**src/rtl/cache_controller_if.sv**
```systemverilog
`default_nettype none
// ============================================================================
//  Module      : cache_controller_if
//  Description : CPU handshake, cache_memory lookup/refill and main-memory
//                request signals shared by the cache controller and its
//                environment. The controller uses the master view.
//  Revision    : 1.0 - initial release
// ============================================================================
interface cache_controller_if;
  // CPU side
  logic cpu_req_valid;
  logic cpu_req_type;
  logic cpu_req_ready;
  logic cpu_done;
  logic cpu_error;
  // cache_memory side
  logic hit;
  logic dirty_bit;
  logic req_type;
  logic read_en_cache;
  logic write_en_cache;
  logic read_en_mem;
  logic write_en_mem;
  // main-memory side
  logic mem_rd_req;
  logic mem_wr_req;
  logic mem_ack;

  modport master (
    input  cpu_req_valid,
    input  cpu_req_type,
    input  hit,
    input  dirty_bit,
    input  mem_ack,
    output cpu_req_ready,
    output cpu_done,
    output cpu_error,
    output req_type,
    output read_en_cache,
    output write_en_cache,
    output read_en_mem,
    output write_en_mem,
    output mem_rd_req,
    output mem_wr_req
  );

  modport slave (
    output cpu_req_valid,
    output cpu_req_type,
    output hit,
    output dirty_bit,
    output mem_ack,
    input  cpu_req_ready,
    input  cpu_done,
    input  cpu_error,
    input  req_type,
    input  read_en_cache,
    input  write_en_cache,
    input  read_en_mem,
    input  write_en_mem,
    input  mem_rd_req,
    input  mem_wr_req
  );
endinterface
`default_nettype wire

```
**src/rtl/cache_controller.sv**
```systemverilog
`default_nettype none
// ============================================================================
//  Module      : cache_controller
//  Description : Write-back cache control FSM. Looks up the cache, writes back
//                dirty victims, refills from main memory with a bounded wait,
//                and keeps saturating hit/miss statistics.
//  Revision    : 1.0 - initial release
// ============================================================================
module cache_controller #(
  parameter int MEM_TIMEOUT = 64,
  parameter int CNT_WIDTH   = 16
) (
  input  logic                 clk,
  input  logic                 rst,
  cache_controller_if.master   bus,
  output logic [CNT_WIDTH-1:0] hit_count,
  output logic [CNT_WIDTH-1:0] miss_count
);

  localparam int WAIT_W = $clog2(MEM_TIMEOUT + 1);
  // Value of the wait counter in the last cycle before the timeout is reached.
  localparam logic [WAIT_W-1:0] WAIT_LAST = WAIT_W'(MEM_TIMEOUT - 1);
  localparam logic [CNT_WIDTH-1:0] CNT_MAX = {CNT_WIDTH{1'b1}};

  typedef enum logic [2:0] {
    ST_IDLE       = 3'd0,
    ST_COMPARE    = 3'd1,
    ST_WRITE_BACK = 3'd2,
    ST_ALLOCATE   = 3'd3,
    ST_RESPOND    = 3'd4
  } state_t;

  state_t                state_q, state_d;
  logic                  req_type_q, req_type_d;
  logic                  error_q, error_d;
  logic                  retry_q, retry_d;
  logic [WAIT_W-1:0]     wait_q, wait_d;
  logic [CNT_WIDTH-1:0]  hit_cnt_q, hit_cnt_d;
  logic [CNT_WIDTH-1:0]  miss_cnt_q, miss_cnt_d;
  logic                  ready_q, ready_d;
  logic                  done_q, done_d;
  logic                  rd_cache_q, rd_cache_d;
  logic                  wr_cache_q, wr_cache_d;
  logic                  mem_rd_q, mem_rd_d;
  logic                  mem_wr_q, mem_wr_d;
  logic                  wait_expired;

  // Timeout only counts when no ack arrives in the same cycle (ack wins).
  assign wait_expired = !bus.mem_ack && (wait_q == WAIT_LAST);

  // Next-state, statistics, wait-counter and registered-output decode.
  always_comb begin
    state_d    = state_q;
    req_type_d = req_type_q;
    error_d    = error_q;
    retry_d    = retry_q;
    wait_d     = wait_q;
    hit_cnt_d  = hit_cnt_q;
    miss_cnt_d = miss_cnt_q;

    case (state_q)
      ST_IDLE: begin
        if (bus.cpu_req_valid) begin
          state_d    = ST_COMPARE;
          req_type_d = bus.cpu_req_type;
          error_d    = 1'b0;
          retry_d    = 1'b0;
        end
      end
      ST_COMPARE: begin
        // Only the first lookup of a request contributes to statistics.
        if (!retry_q) begin
          if (bus.hit) begin
            if (hit_cnt_q != CNT_MAX) hit_cnt_d = hit_cnt_q + CNT_WIDTH'(1);
          end else begin
            if (miss_cnt_q != CNT_MAX) miss_cnt_d = miss_cnt_q + CNT_WIDTH'(1);
          end
        end
        if (bus.hit) begin
          state_d = ST_RESPOND;
        end else begin
          wait_d  = '0;
          state_d = bus.dirty_bit ? ST_WRITE_BACK : ST_ALLOCATE;
        end
      end
      ST_WRITE_BACK: begin
        if (bus.mem_ack) begin
          wait_d  = '0;
          state_d = ST_ALLOCATE;
        end else begin
          wait_d = wait_q + WAIT_W'(1);
          if (wait_expired) begin
            error_d = 1'b1;
            state_d = ST_RESPOND;
          end
        end
      end
      ST_ALLOCATE: begin
        if (bus.mem_ack) begin
          retry_d = 1'b1;
          state_d = ST_COMPARE;
        end else begin
          wait_d = wait_q + WAIT_W'(1);
          if (wait_expired) begin
            error_d = 1'b1;
            state_d = ST_RESPOND;
          end
        end
      end
      ST_RESPOND: state_d = ST_IDLE;
      default:    state_d = ST_IDLE;
    endcase

    // Outputs are decoded from the next state so they are glitch-free flops.
    ready_d    = (state_d == ST_IDLE);
    done_d     = (state_d == ST_RESPOND);
    rd_cache_d = (state_d == ST_COMPARE) && !req_type_d;
    wr_cache_d = (state_d == ST_COMPARE) &&  req_type_d;
    mem_rd_d   = (state_d == ST_ALLOCATE);
    mem_wr_d   = (state_d == ST_WRITE_BACK);
  end

  // State and registered-output flops with synchronous reset.
  always_ff @(posedge clk) begin
    if (rst) begin
      state_q    <= ST_IDLE;
      req_type_q <= 1'b0;
      error_q    <= 1'b0;
      retry_q    <= 1'b0;
      wait_q     <= '0;
      hit_cnt_q  <= '0;
      miss_cnt_q <= '0;
      ready_q    <= 1'b1;
      done_q     <= 1'b0;
      rd_cache_q <= 1'b0;
      wr_cache_q <= 1'b0;
      mem_rd_q   <= 1'b0;
      mem_wr_q   <= 1'b0;
    end else begin
      state_q    <= state_d;
      req_type_q <= req_type_d;
      error_q    <= error_d;
      retry_q    <= retry_d;
      wait_q     <= wait_d;
      hit_cnt_q  <= hit_cnt_d;
      miss_cnt_q <= miss_cnt_d;
      ready_q    <= ready_d;
      done_q     <= done_d;
      rd_cache_q <= rd_cache_d;
      wr_cache_q <= wr_cache_d;
      mem_rd_q   <= mem_rd_d;
      mem_wr_q   <= mem_wr_d;
    end
  end

  assign bus.cpu_req_ready  = ready_q;
  assign bus.cpu_done       = done_q;
  assign bus.cpu_error      = error_q;
  assign bus.req_type       = req_type_q;
  assign bus.read_en_cache  = rd_cache_q;
  assign bus.write_en_cache = wr_cache_q;
  // Refill strobe must coincide with the data on the memory bus.
  assign bus.read_en_mem    = (state_q == ST_ALLOCATE) && bus.mem_ack;
  assign bus.write_en_mem   = mem_wr_q;
  assign bus.mem_rd_req     = mem_rd_q;
  assign bus.mem_wr_req     = mem_wr_q;
  assign hit_count          = hit_cnt_q;
  assign miss_count         = miss_cnt_q;

endmodule
`default_nettype wire

```
**src/flat_wrapper.sv**
```systemverilog
// flat-port wrapper written by rule: the top's interface ports become plain ports
module cache_controller_flat 
#(
  parameter int MEM_TIMEOUT = 64,
  parameter int CNT_WIDTH   = 16
)
  (clk, rst, hit_count, miss_count, bus_cpu_req_valid, bus_cpu_req_type, bus_hit, bus_dirty_bit, bus_mem_ack, bus_cpu_req_ready, bus_cpu_done, bus_cpu_error, bus_req_type, bus_read_en_cache, bus_write_en_cache, bus_read_en_mem, bus_write_en_mem, bus_mem_rd_req, bus_mem_wr_req);
  cache_controller_if bus_i ();
  input  logic clk;
  input  logic rst;
  output logic [CNT_WIDTH-1:0] hit_count;
  output logic [CNT_WIDTH-1:0] miss_count;
  input wire logic [$bits(bus_i.cpu_req_valid)-1:0] bus_cpu_req_valid;
  input wire logic [$bits(bus_i.cpu_req_type)-1:0] bus_cpu_req_type;
  input wire logic [$bits(bus_i.hit)-1:0] bus_hit;
  input wire logic [$bits(bus_i.dirty_bit)-1:0] bus_dirty_bit;
  input wire logic [$bits(bus_i.mem_ack)-1:0] bus_mem_ack;
  output wire logic [$bits(bus_i.cpu_req_ready)-1:0] bus_cpu_req_ready;
  output wire logic [$bits(bus_i.cpu_done)-1:0] bus_cpu_done;
  output wire logic [$bits(bus_i.cpu_error)-1:0] bus_cpu_error;
  output wire logic [$bits(bus_i.req_type)-1:0] bus_req_type;
  output wire logic [$bits(bus_i.read_en_cache)-1:0] bus_read_en_cache;
  output wire logic [$bits(bus_i.write_en_cache)-1:0] bus_write_en_cache;
  output wire logic [$bits(bus_i.read_en_mem)-1:0] bus_read_en_mem;
  output wire logic [$bits(bus_i.write_en_mem)-1:0] bus_write_en_mem;
  output wire logic [$bits(bus_i.mem_rd_req)-1:0] bus_mem_rd_req;
  output wire logic [$bits(bus_i.mem_wr_req)-1:0] bus_mem_wr_req;
  assign bus_i.cpu_req_valid = bus_cpu_req_valid;
  assign bus_i.cpu_req_type = bus_cpu_req_type;
  assign bus_i.hit = bus_hit;
  assign bus_i.dirty_bit = bus_dirty_bit;
  assign bus_i.mem_ack = bus_mem_ack;
  assign bus_cpu_req_ready = bus_i.cpu_req_ready;
  assign bus_cpu_done = bus_i.cpu_done;
  assign bus_cpu_error = bus_i.cpu_error;
  assign bus_req_type = bus_i.req_type;
  assign bus_read_en_cache = bus_i.read_en_cache;
  assign bus_write_en_cache = bus_i.write_en_cache;
  assign bus_read_en_mem = bus_i.read_en_mem;
  assign bus_write_en_mem = bus_i.write_en_mem;
  assign bus_mem_rd_req = bus_i.mem_rd_req;
  assign bus_mem_wr_req = bus_i.mem_wr_req;
  cache_controller #(.MEM_TIMEOUT(MEM_TIMEOUT), .CNT_WIDTH(CNT_WIDTH)) u_core (.clk(clk), .rst(rst), .bus(bus_i), .hit_count(hit_count), .miss_count(miss_count));
endmodule
```
**config.mk**
```make
export PLATFORM = sky130hd
export DESIGN_NAME = cache_controller_flat
export DESIGN_NICKNAME = d
export VERILOG_FILES = /design/src/rtl/cache_controller_if.sv /design/src/rtl/cache_controller.sv /design/src/flat_wrapper.sv
export SDC_FILE = /design/constraint.sdc
export NUM_CORES = 1
export LEC_CHECK = 0
export ABC_AREA = 1
export BUFFER_PORTS_ARGS = -buffer_cell sky130_fd_sc_hd__buf_2
export CORE_ASPECT_RATIO = 1.1
export CORE_MARGIN = 5
export CORE_UTILIZATION = 45
export DETAILED_ROUTE_END_ITERATION = 7
export GPL_ROUTABILITY_DRIVEN = 1
export PLACE_DENSITY = 0.74
export SYNTH_ARGS = -nofsm -noshare
export SYNTH_HDL_FRONTEND = slang
export SYNTH_SLANG_ARGS = --single-unit
```
**constraint.sdc**
```tcl
create_clock -name clk -period 1.4 [get_ports clk]
set_input_delay 0.14 -clock clk [delete_from_list [all_inputs] [get_ports clk]]
set_output_delay 0.14 -clock clk [all_outputs]
set_load 0.005 [all_outputs]
```
== After elaboration in Yosys (flattened, before gate mapping) ==
Index checks and enable logic that the tools add are counted.
Word-level totals
  register bits after elaboration: 51
  input bits: 7
Operators by class
  add/subtract/negate cells: 3
  eq/ne operators: 16
  multiplexer cells: 19
  bitwise gates (word level): 2
  reductions and logical operators: 17
Operators by type and width (count)
  $add 16x1->16 const B: 2
  $ne 16x16->1 const B: 2
  $mux 7: 3
  $pmux 7 s3: 1
  $mux 3: 5
  $eq 3x2->1 const B: 4
  $pmux 3 s4: 1
  $reduce_and 4->1: 3
  $ne 2x2->1 const B: 5
  $add 7x1->7 const B: 1
  $eq 7x6->1 const B: 1
  $mux 1: 7
  $eq 3x1->1 const B: 2
  $logic_not 3->1: 2
  $reduce_and 3->1: 2
  $logic_and 1x1->1: 4
  $pmux 1 s2: 2
  $reduce_bool 2->1: 2
  $eq 3x3->1 const B: 1
  $reduce_bool 3->1: 1
  $logic_not 1->1: 2
  $ne 2x1->1 const B: 1
  $not 1->1: 2
  $reduce_or 2->1: 1

== Longest topological paths before layout ==
Gate-level depths: netlist of run 1.
  word-level depth: 7
  depth in mapped cells: 10
  mapped depth without buffers: 10

== Worst setup path after synthesis of run 1 ==
OpenSTA, ideal clock, no wires.
  path kind: register to register
  from: reg u_core.hit_cnt_q[0], in the netlist u_core.hit_count[0]
  to: reg u_core.hit_cnt_q[11], in the netlist u_core.hit_count[11]
  setup time: 69 ps
  data arrival time: 1493 ps
  path slack: -162 ps
  cell stages (with the launch flop): 11
  buffers on the path: 1
  cells stage by stage: dfxtp_1 ha_1 inv_1 nor2_4 nand2_2 nor2_4 nand2_4 nand2_4 buf_12 nand2_2 a21oi_2
Between the ends
  word-level cells in the longest chain between the ends: 2
  elaborated cells between the ends (all ways): 3
  those cells by class: add/sub: 1; eq/ne: 1; reduce/logical: 1
Ends and longest elaborated chain
  start: declaration: RTL line cache_controller.sv:38  | logic [CNT_WIDTH-1:0] hit_cnt_q, hit_cnt_d;
  start signal: assignment: RTL line cache_controller.sv:145  | hit_cnt_q <= hit_cnt_d;
  parallel branches: the longest is 2 deep, another holds $add 16x1->16
Parallel ways; which one is timed is not known.
A chain may end at the register's enable or synchronous reset.

== Worst setup path after layout of run 1 ==
  from: reg u_core.miss_cnt_q[1], in the netlist u_core.miss_count[1]
  to: reg u_core.miss_cnt_q[5], in the netlist u_core.miss_count[5]
Between the ends
  word-level cells in the longest chain between the ends: 2
  elaborated cells between the ends (all ways): 3
  those cells by class: add/sub: 1; eq/ne: 1; reduce/logical: 1
Ends and longest elaborated chain
  start: declaration: RTL line cache_controller.sv:39  | logic [CNT_WIDTH-1:0] miss_cnt_q, miss_cnt_d;
  start signal: assignment: RTL line cache_controller.sv:146  | miss_cnt_q <= miss_cnt_d;
  parallel branches: the longest is 2 deep, another holds $add 16x1->16
Parallel ways; which one is timed is not known.

==> impl_metrics.csv, run 1 <==
group,metric,value,unit
global_routing,use_met3,3.084,%
logic_synthesis,synthFlopType,"dfxtp_1",
layout,nets,534,
placed_design,port_buffers,48,
logic_synthesis,yosysWarnings,0,
layout,antenna-diode-count,0,
setup_path,max_stage_delay,0.37,ns
routing,vias_per_cell,5.101,
routing,vias,3086,
die,start_util,46.30,%
setup_path,crit_slowest_cell,"dfxtp_4",
layout,fin_area,0.003944,mm^2
timing,period_needed,1.414,ns
worst_hold_path,worstHoldPathType,"in -> reg",
routing,drcViolationCount,0,
global_routing,gr-usage-all-layers,18.94,%
global_routing,busiest_layer,"met2",
routing,dr.pass1.iters,4,
global_routing,met1_usage,21.81,%
setup_path,critical_path.endpoint_type,"register",
logic_synthesis,syn_area_per_cell,6.754,um^2
global_routing,grt_max_degree,22,
pwr,power.density,755.1,mW/mm^2
placed_design,dpl.hpwl,5475,um
timing,worst_slew_pin_slew,0.3559,ns
layout,drive_above_1_share,39.24,%
logic_synthesis,synth.net_count,432,
timing,finClkSkew,0.009269,ns
logic_synthesis,synth_top_area_share,35.82,%
setup_path,critical_path_arrival,1.68,ns
pwr,power.leakage,0.001674,uW
timing,setup_slack,-0.01367,ns
setup_path,start_kind,"register",
layout,fill_cells,558,
cts,cts_sinks,51,
cts,clock_latency,0.32,ns
global_routing,grt_overflow,0,
die,fp.dieW,85.88,um
logic_synthesis,synthTopCellsByArea,"dfxtp_1 (36%), nand2_1 (16%), nor2_1 (8.3%), inv_1 (5.5%), nand3_1 (4.0%)",
die,rows,30,
cts,htree_levels,2,
setup_path,cp_num_buf_inv,1,
die,die_area,0.008027,mm^2
timing,setup_tns,-0.01469,ns
logic_synthesis,synth_area,0.002850,mm^2
global_routing,grt_pass1_wl,12590,um
cts,clkSlewWorstSetupHoldPaths,0.10,ns
layout,utilization,64.07,%
setup_path,path_class,"reg -> reg",
timing,post-route-period-util,101.0,%
run,maxCapViolCount,0,
logic_synthesis,synth_edf_count,0,
setup_path,cp_cell_sequence,"ha_4 -> nand2_4 -> nor2_4 -> nand2_2 -> o21ai_4 -> clkbuf_16 -> nand2_1 -> a21oi_2",
timing,setup_violations,2,
setup_path,cp.required,1.66,ns
routing,ant_nets,0,
cts,root_buffer,"clkbuf_8",
setup_path,ff2ff_setup_slack,-0.01,ns
cts,tritoncts,"yes",
global_routing,grt_antenna_before_repair,0,
cts,cts_buffers,5,
routing,routedWlPerCell,12.93,um
placed_design,placed_cell_area,0.003526,mm^2
run_status,violations,"setup timing",
logic_synthesis,synth_seq_area_share,35.82,%
setup_path,crit_family,"flip-flops",
timing,slew_headroom,76.25,%
placed_design,dp.cells,587,
logic_synthesis,synth_cells,422,
timing,fmax,0.7074,GHz
die,ios,49,
layout,final_cells,605,
cts,cts.path.max_buffers,2,
setup_path,cp_max_fo,7,
logic_synthesis,ys_types,32,
pwr,irDropWorstVdd,0.4385,mV
layout,syn_to_final_growth,38.37,%
placed_design,dpl_worst_slack,-0.03540,ns
logic_synthesis,async_reset_ff_share,0,%
logic_synthesis,synth_top_area_cell,"dfxtp_1",
placed_design,gp_congestion,0.8373,
run_status,status,"complete, but fails checks",
die,die_h,93.47,um
timing,hold_viol_final,0,
die,coreArea,0.006156,mm^2
routing,initialDrtViolationCount,149,
logic_synthesis,ys_seq_elements,51,
routing,wl,7820,um
global_routing,use_met2,33.80,%
global_routing,grt_pass1_vias,2902,
timing,report.final.slew_viol_count,0,
timing,rsz0062_at_grt,"yes",
-- routing by layer --
layer | routed length [um] | vias up
met1 | 3311 | 1463
met2 | 4060 | 59
met5 | 0 | -
met3 | 307 | 13
li1 | - | 1551
met4 | 141 | 0
-- worst reg2reg max path, cell delays in order, from the launching register on --
cell and delay [ns]:
dfxtp_4 0.37, ha_4 0.14, nand2_4 0.06, nor2_4 0.13
nand2_2 0.09, o21ai_4 0.19, clkbuf_16 0.19, nand2_1 0.07
a21oi_2 0.12
-- report_power, final --
part / internal (uW) / leakage [uW] / switching (uW) / total [uW]
logic: 162 / 0.00119 / 225 / 387
clock network: 541 / 0.0000591 / 538 / 1080
registers: 1480 / 0.000421 / 27.9 / 1510
-- cell usage in the layout, fill, tap and decap left out, types with 2 or more instances in the layout --
master | netlist | final
nand3_1 | 23 | 21
o211ai_1 | 3 | 3
dfxtp_1 | 51 | 36
nand2_4 | 2 | 3
a21oi_1 | 21 | 12
a21oi_2 | 12 | 21
nor2_1 | 63 | 51
ha_4 | 0 | 3
inv_2 | 1 | 2
nand3_2 | 1 | 3
xor2_1 | 7 | 7
o21ai_2 | 0 | 2
nand2_1 | 124 | 110
buf_4 | 1 | 47
nand2_2 | 10 | 23
nor2_2 | 4 | 12
nor3_4 | 2 | 2
clkbuf_8 | 0 | 5
nor3_1 | 2 | 2
buf_6 | 2 | 3
buf_12 | 1 | 3
dfxtp_2 | 0 | 9
o21ai_1 | 0 | 3
o21ai_0 | 19 | 14
dfxtp_4 | 0 | 6
nor2_4 | 4 | 8
nand4_1 | 9 | 9
xnor2_1 | 3 | 3
nand3b_1 | 3 | 3
buf_2 | 0 | 48
inv_1 | 42 | 41
-- synth_stat cells (2+ instances only) --
library cell,instances
nand2_1,124
nor2_1,63
dfxtp_1,51
inv_1,42
nand3_1,23
a21oi_1,21
o21ai_0,19
a21oi_2,12
nand2_2,10
nand4_1,9
xor2_1,7
nor2_2,4
nor2_4,4
clkbuf_1,3
ha_1,3
nand3b_1,3
o211ai_1,3
xnor2_1,3
buf_6,2
nand2_4,2
nor3_1,2
nor3_4,2
-- metrics by stage --
stage	power [uW]	hold slack (ns)
3_3_place_gp	1845	0.4537
5_1_grt	3111	0.1621
3_5_place_dp	1854	0.4616
2_1_floorplan	1734	0.3130
4_1_cts	2939	0.1402
6_report	2978	0.1276
-- worst paths after layout --
| check | startpoint | end | depth (start not counted) |
|---|---|---|---|
| worst min register to register | u_core.bus.cpu_error$_SDFFE_PP0P_ | u_core.bus.cpu_error$_SDFFE_PP0P_ | 2 |
| worst max register to register | u_core.miss_count[1]$_SDFFE_PP0P_ | u_core.miss_count[5]$_SDFFE_PP0P_ | 8 |
| worst max-delay path | u_core.miss_count[1]$_SDFFE_PP0P_ | u_core.miss_count[5]$_SDFFE_PP0P_ | 8 |
| worst min-delay path | rst | u_core.wait_q[3]$_SDFFE_PP0P_ | 4 |
-- logic make-up (layout without fill, tap and decap cells) --
logic type	Yosys count	after routing	synth area share, %
AO/OA/AOI/OAI	59	59	12.86
XOR/XNOR	10	10	3.073
adder cells (fa/ha/maj)	3	3	1.317
buffers and inverters	51	153	7.945
flip-flops	51	51	35.82
AND/OR/NAND/NOR	248	249	38.98
-- timing repair --
item / 4_1_cts / 5_1_grt
gates cloned: 1 / 2
hold endpoints to repair: 0 / 0
pin swaps: 1 / 22
hold buffers: 0 / 0
buffers inserted: 1 / 6
gates resized for setup: 10 / 61
endpoints found under the setup margin: 18 / 47
-- layout make-up --
type                            count  area [um^2]  area share, %
Sequential cell                    51         1055          26.74
Timing Repair Buffer              102        711.9          18.05
Tap cell                           80        100.1          2.538
Clock buffer                        5        68.82          1.745
Inverter                           43        161.4          4.093
Multi-Input combinational cell    321         1802          45.69
Clock inverter                      3        45.04          1.142
-- flip-flops by register name, summed over array words and instances (netlist names), 3 cells and up --
| name | flops |
|---|---|
| u_core.wait_q | 7 |
| u_core.state_q | 3 |
| u_core.miss_count | 16 |
| u_core.hit_count | 16 |
Power figures use the tool's default switching activity.
==> run 2, diff against run 1 <==
--- a/config.mk
+++ b/config.mk
@@ -5,7 +5,6 @@
 export SDC_FILE = /design/constraint.sdc
 export NUM_CORES = 1
 export LEC_CHECK = 0
-export ABC_AREA = 1
 export BUFFER_PORTS_ARGS = -buffer_cell sky130_fd_sc_hd__buf_2
 export CORE_ASPECT_RATIO = 1.1
 export CORE_MARGIN = 5
==> run 2 against run 1 <==
Net effect:
- the flow still finishes with violations (setup timing)
- die area fell by 7.8%
- critical endpoint is now u_core.miss_count[15]$_SDFFE_PP0P_
- non-clock buffer count grew 40
- largest power group unchanged
- sequential share of layout area is 2.3 points lower
- wire length is 15% higher
- critical path depth is 3 lower
- clock-buffer cell count unchanged
- combinational power increased by 20%
==> impl_metrics.csv, run 2 <==
group,metric,value,unit
setup_path,cp_max_fo,6,
layout,antenna-diode-count,0,
pwr,p_int,2056,uW
die,die_h,89.72,um
placed_design,dpl.hpwl,5289,um
cts,clock_latency,0.31,ns
global_routing,grt_pass1_vias,2839,
logic_synthesis,ys_seq_elements,51,
logic_synthesis,synth_edf_count,0,
setup_path,max_stage_delay,0.54,ns
run_status,violations,"setup timing",
pwr,seq_power_share,52.8,%
die,fp.dieW,82.48,um
global_routing,gr-usage-all-layers,21.65,%
pwr,irDropWorstVdd,0.7398,mV
timing,hold_viol_final,0,
logic_synthesis,synth_top_area_cell,"dfxtp_1",
setup_path,path_class,"reg -> reg",
layout,syn_to_final_growth,62.80,%
worst_hold_path,worstHoldPathType,"in -> reg",
cts,tritoncts,"yes",
routing,wl,8966,um
cts,root_buffer,"clkbuf_8",
timing,timing.hold.ws,0.1740,ns
placed_design,dp.cells,503,
layout,final_cell_mix,"buf_4 (79), buf_2 (48), dfxtp_1 (40)",
pwr,p_sw,772.4,uW
logic_synthesis,synth_cells,307,
worst_hold_path,whs_endpoint,"u_core.hit_count[12]$_SDFFE_PP0P_",
layout,fin_area,0.004233,mm^2
setup_path,crit_cells,5,
placed_design,port_buffers,48,
setup_path,cp_num_buf_inv,1,
setup_path,ff2ff_setup_slack,-0.74,ns
setup_path,critical_path.endpoint_type,"register",
pwr,swShare,27.31,%
setup_path,crit_family,"simple AND/OR/NAND/NOR gates",
timing,rsz0062_at_grt,"yes",
pwr,power.density,668.1,mW/mm^2
cts,cts_buffers,5,
timing,period_needed,2.140,ns
worst_hold_path,min_path_cells,2,
die,rows,29,
logic_synthesis,synth_area,0.002600,mm^2
setup_path,path_common_cell,"or4_4",
routing,vias_per_cell,5.819,
die,start_util,45.64,%
global_routing,grt_antenna_before_repair,0,
setup_path,start_kind,"register",
setup_path,r2r_start,"u_core.retry_q$_SDFFE_PP0P_",
logic_synthesis,synth_top_area_share,39.27,%
pwr,p_total,2828,uW
logic_synthesis,ys_types,51,
pwr,clkPwrFrac,30.7,%
die,die_area,0.007400,mm^2
cts,cts_sinks,51,
logic_synthesis,synth.top_cells.by_count,"dfxtp_1 (51), nor2_1 (35), a21oi_1 (22), nand2_1 (22), nor2b_1 (15)",
timing,finClkSkew,0.008553,ns
setup_path,cp_cell_sequence,"or4b_4 -> or4_4 -> buf_6 -> or4_4 -> a21oi_2",
timing,report.final.slew_viol_count,0,
timing,post-route-period-util,152.9,%
cts,clkSlewWorstSetupHoldPaths,0.10,ns
logic_synthesis,synth_seq_area_share,39.27,%
routing,dr.pass1.iters,4,
worst_hold_path,hp-start,"rst",
setup_path,critical_path_arrival,2.39,ns
setup_path,r2r-end,"u_core.miss_count[15]$_SDFFE_PP0P_",
logic_synthesis,synth.net_count,317,
setup_path,crit_slowest_cell,"or4b_4",
pwr,power.leakage,0.001678,uW
placed_design,placed_cell_area,0.003555,mm^2
logic_synthesis,synthMostInstantiatedCell,"dfxtp_1",
global_routing,grt_overflow,0,
timing,worst_slew_pin_slew,0.5679,ns
routing,routedWlPerCell,17.28,um
global_routing,grt_pass1_wl,12880,um
routing,ant_nets,0,
layout,final_cells,519,
logic_synthesis,yosysWarnings,0,
timing,setup_violations,48,
run_status,status,"complete, but fails checks",
timing,fmax,0.4672,GHz
pwr,comb_power_share,16.5,%
placed_design,gp_congestion,0.9151,
routing,initialDrtViolationCount,213,
layout,layout_commonest_cell,"buf_4",
logic_synthesis,syn_area_per_cell,8.469,um^2
timing,setup_slack,-0.7404,ns
routing,drcViolationCount,0,
routing,vias,3020,
die,coreArea,0.005697,mm^2
setup_path,ff2ff_path_depth,5,
timing,slew_headroom,61.79,%
logic_synthesis,async_reset_ff_share,0,%
setup_path,cp.required,1.65,ns
layout,nets,451,
logic_synthesis,synthFlopType,"dfxtp_1",
cts,cts.path.max_buffers,2,
run,maxCapViolCount,0,
layout,drive_above_1_share,57.69,%
global_routing,grt_max_degree,18,
timing,setup_tns,-17.08,ns
logic_synthesis,synthTopCellsByArea,"dfxtp_1 (39%), mux2_2 (6.1%), nor2_1 (5.1%), a21oi_1 (4.2%), nor2b_1 (3.6%)",
die,ios,49,
cts,htree_levels,2,
-- run 2: final cells by class --
type / count / area, um^2
Multi-Input combinational cell: 233 / 1964
Clock inverter: 3 / 20.02
Tap cell: 77 / 96.34
Sequential cell: 51 / 1035
Timing Repair Buffer: 142 / 1018
Clock buffer: 5 / 68.82
Inverter: 8 / 30.03
Fill cell: 375 / 1464
-- run 2: logic make-up after synthesis --
kind of cell / share of synthesized area, %
xor gates and xnor gates: 0.6738
AOI/OAI and AO/OA: 16.94
and+or+nand+nor: 30.27
DFF: 39.27
adders and majority gates: 1.444
buffers and inverters: 3.802
muxes: 7.603
-- run 2: per-layer routing --
layer	vias up	wire length [um]	global-route usage, %
li1	1418	-	-
met1	1476	3477	25.50
met2	109	4894	38.30
met3	17	415	4.000
met4	0	178	6.925
met5	-	0	0
-- run 2: timing repair --
action,in CTS,in global routing
endpoints found under the setup margin,50,51
hold buffers,0,0
hold endpoints to repair,0,0
buffers inserted,6,2
resized for setup,75,47
pin swaps,24,11
-- run 2: worst max-delay path by stage --
stage | start | end
6_report | u_core.retry_q$_SDFFE_PP0P_ | u_core.miss_count[15]$_SDFFE_PP0P_
5_1_grt | u_core.state_q[1]$_SDFF_PP0_ | u_core.miss_count[15]$_SDFFE_PP0P_
4_1_cts | u_core.retry_q$_SDFFE_PP0P_ | u_core.hit_count[6]$_SDFFE_PP0P_
3_5_place_dp | u_core.retry_q$_SDFFE_PP0P_ | u_core.hit_count[15]$_SDFFE_PP0P_
3_3_place_gp | u_core.retry_q$_SDFFE_PP0P_ | u_core.hit_count[15]$_SDFFE_PP0P_
2_1_floorplan | u_core.state_q[2]$_SDFF_PP0_ | u_core.miss_count[13]$_SDFFE_PP0P_
-- run 2: metrics by stage --
| step | utilization (%) | setup WS (ns) |
|---|---|---|
| finish | 74.30 | -0.7404 |
| global route | 74.30 | -0.7900 |
| CTS | 70.81 | -0.6920 |
| detailed placement | 62.40 | -0.7450 |
| global placement | 62.40 | -0.7097 |
| floorplan | - | -0.7402 |
-- run 2: power groups by stage --
stage / logic (uW) / registers [uW] / clock network [uW]
after CTS: 416 / 1490 / 877
after floorplan: 154 / 1530 / 0
after detailed placement: 314 / 1520 / 0
after global placement: 307 / 1520 / 0
final: 466 / 1490 / 867
after global routing: 498 / 1500 / 949
==> run 3, diff against run 2 <==
--- a/config.mk
+++ b/config.mk
@@ -5,13 +5,13 @@
 export SDC_FILE = /design/constraint.sdc
 export NUM_CORES = 1
 export LEC_CHECK = 0
-export BUFFER_PORTS_ARGS = -buffer_cell sky130_fd_sc_hd__buf_2
 export CORE_ASPECT_RATIO = 1.1
 export CORE_MARGIN = 5
 export CORE_UTILIZATION = 45
 export DETAILED_ROUTE_END_ITERATION = 7
+export DONT_BUFFER_PORTS = 1
 export GPL_ROUTABILITY_DRIVEN = 1
-export PLACE_DENSITY = 0.74
+export PLACE_DENSITY = 0.67
 export SYNTH_ARGS = -nofsm -noshare
 export SYNTH_HDL_FRONTEND = slang
 export SYNTH_SLANG_ARGS = --single-unit
==> run 3 against run 2 <==
Net effect:
- the run still ends with setup timing left
- wire length shrank 2.4%
- sequential power hardly changed
- clock skew down 0.0011 ns
- flip-flop and latch count unchanged
- clock-buffer cell count did not move
- non-clock buffer count is 38 lower
- total power rose by 1.2%
- first-iteration DRC count rose by 8.9%
- fmax up 1.7%
- cell area shrank 0.44%
- critical endpoint is now u_core.hit_count[9]$_SDFFE_PP0P_
- largest cell class unchanged
==> impl_metrics.csv, run 3 (synthesis gave the netlist of run 2 again) <==
group,metric,value,unit
run_status,status,"complete, but fails checks",
run_status,violations,"setup timing",
global_routing,grt_overflow,0,
setup_path,cp_max_fo,7,
routing,vias,2849,
routing,vias_per_cell,5.923,
timing,period_needed,2.105,ns
cts,cts.path.max_buffers,2,
layout,layout_commonest_cell,"buf_4",
global_routing,grt_pass1_vias,2770,
pwr,irDropWorstVdd,0.5604,mV
setup_path,ff2ff_setup_slack,-0.70,ns
timing,setup_slack,-0.7045,ns
cts,cts_sinks,51,
routing,routedWlPerCell,18.20,um
setup_path,path_class,"reg -> reg",
placed_design,gp_congestion,0.8782,
cts,cts_buffers,5,
timing,setup_violations,49,
setup_path,start_kind,"register",
layout,antenna-diode-count,0,
timing,worst_slew_pin_slew,0.5865,ns
routing,initialDrtViolationCount,232,
placed_design,port_buffers,0,
layout,syn_to_final_growth,62.08,%
placed_design,dpl.hpwl,5019,um
pwr,power.density,679.2,mW/mm^2
timing,slew_headroom,60.60,%
timing,setup_tns,-17.29,ns
timing,report.final.slew_viol_count,0,
cts,root_buffer,"clkbuf_8",
timing,rsz0062_at_grt,"yes",
timing,fmax,0.4752,GHz
layout,nets,413,
layout,fill_cells,386,
cts,clkSlewWorstSetupHoldPaths,0.10,ns
die,ios,49,
die,start_util,45.64,%
die,coreArea,0.005697,mm^2
die,die_h,89.72,um
layout,final_cell_mix,"buf_4 (80), dfxtp_1 (40), nor2_1 (26)",
cts,htree_levels,2,
die,die_area,0.007400,mm^2
setup_path,critical_path.endpoint_type,"register",
pwr,power.leakage,0.001522,uW
routing,wl,8754,um
timing,post-route-period-util,150.3,%
routing,ant_nets,0,
cts,clock_latency,0.31,ns
worst_hold_path,worstHoldPathType,"in -> reg",
die,rows,29,
routing,dr.pass1.iters,4,
timing,hold_viol_final,0,
die,fp.dieW,82.48,um
cts,tritoncts,"yes",
setup_path,cp.required,1.65,ns
placed_design,dpl_worst_slack,-0.7643,ns
setup_path,critical_path_arrival,2.35,ns
timing,finClkSkew,0.007437,ns
global_routing,grt_antenna_before_repair,0,
routing,drcViolationCount,0,
global_routing,grt_pass1_wl,12950,um
layout,drive_above_1_share,52.97,%
global_routing,gr-usage-all-layers,21.91,%
global_routing,grt_max_degree,33,
run,maxCapViolCount,0,
[run 3: final cells by class]
cell class,instances,area [um^2],share of cell area (%)
multi-input cells,233,2066,49.02
inverters,8,30.03,0.7126
clock inverters,3,20.02,0.4751
well taps,77,96.34,2.286
flip-flops and latches,51,1035,24.55
repair buffers,104,898.4,21.32
clock buffers,5,68.82,1.633
[run 3: power by group]
part	internal (uW)	switching [uW]
combinational	246	226
sequential	1480	19.6
clock	350	540
total	2080	786
[run 3: stage by stage]
stage	total power, uW	cells	util (%)	hold WS, ns	area (um^2)
floorplan	1684	307	-	0.3195	2663
global placement	1765	460	58.84	0.2165	3352
detailed placement	1771	460	58.84	0.2181	3352
CTS	2739	473	67.74	0.004888	3859
global route	2948	481	73.97	0.02678	4214
finish	2862	481	73.97	0.02489	4214
[run 3: metal layers]
layer / GRT usage [%] / routed length (um)
met1: 25.58 / 3433
met2: 37.57 / 4574
met3: 5.400 / 525
met4: 8.172 / 220
met5: 0 / 0
[run 3: repair_timing]
action | 4_1_cts | 5_1_grt
hold buffers | 1 | 1
setup buffers | 4 | 8
pin swaps | 21 | 36
hold endpoints to repair | 29 | 1
gates resized for setup | 84 | 63
setup endpoints to repair | 50 | 50
[run 3: path summary, 6_finish.rpt]
kind                                                        start                           endpoint  cells past startpoint
worst max-delay path                  u_core.retry_q$_SDFFE_PP0P_   u_core.hit_count[9]$_SDFFE_PP0P_                      5
worst min register to register  u_core.bus.cpu_error$_SDFFE_PP0P_  u_core.bus.cpu_error$_SDFFE_PP0P_                      2
worst max register to register        u_core.retry_q$_SDFFE_PP0P_   u_core.hit_count[9]$_SDFFE_PP0P_                      5
worst min-delay path                                          rst  u_core.hit_count[11]$_SDFFE_PP0P_                      3
[run 3: worst max-delay path, cell delays in order (launching register included)]
cell and delay, ns:
dfxtp_2 0.34, or4b_4 0.55, buf_6 0.14, or4_4 0.49
or3_1 0.40, a21oi_1 0.12
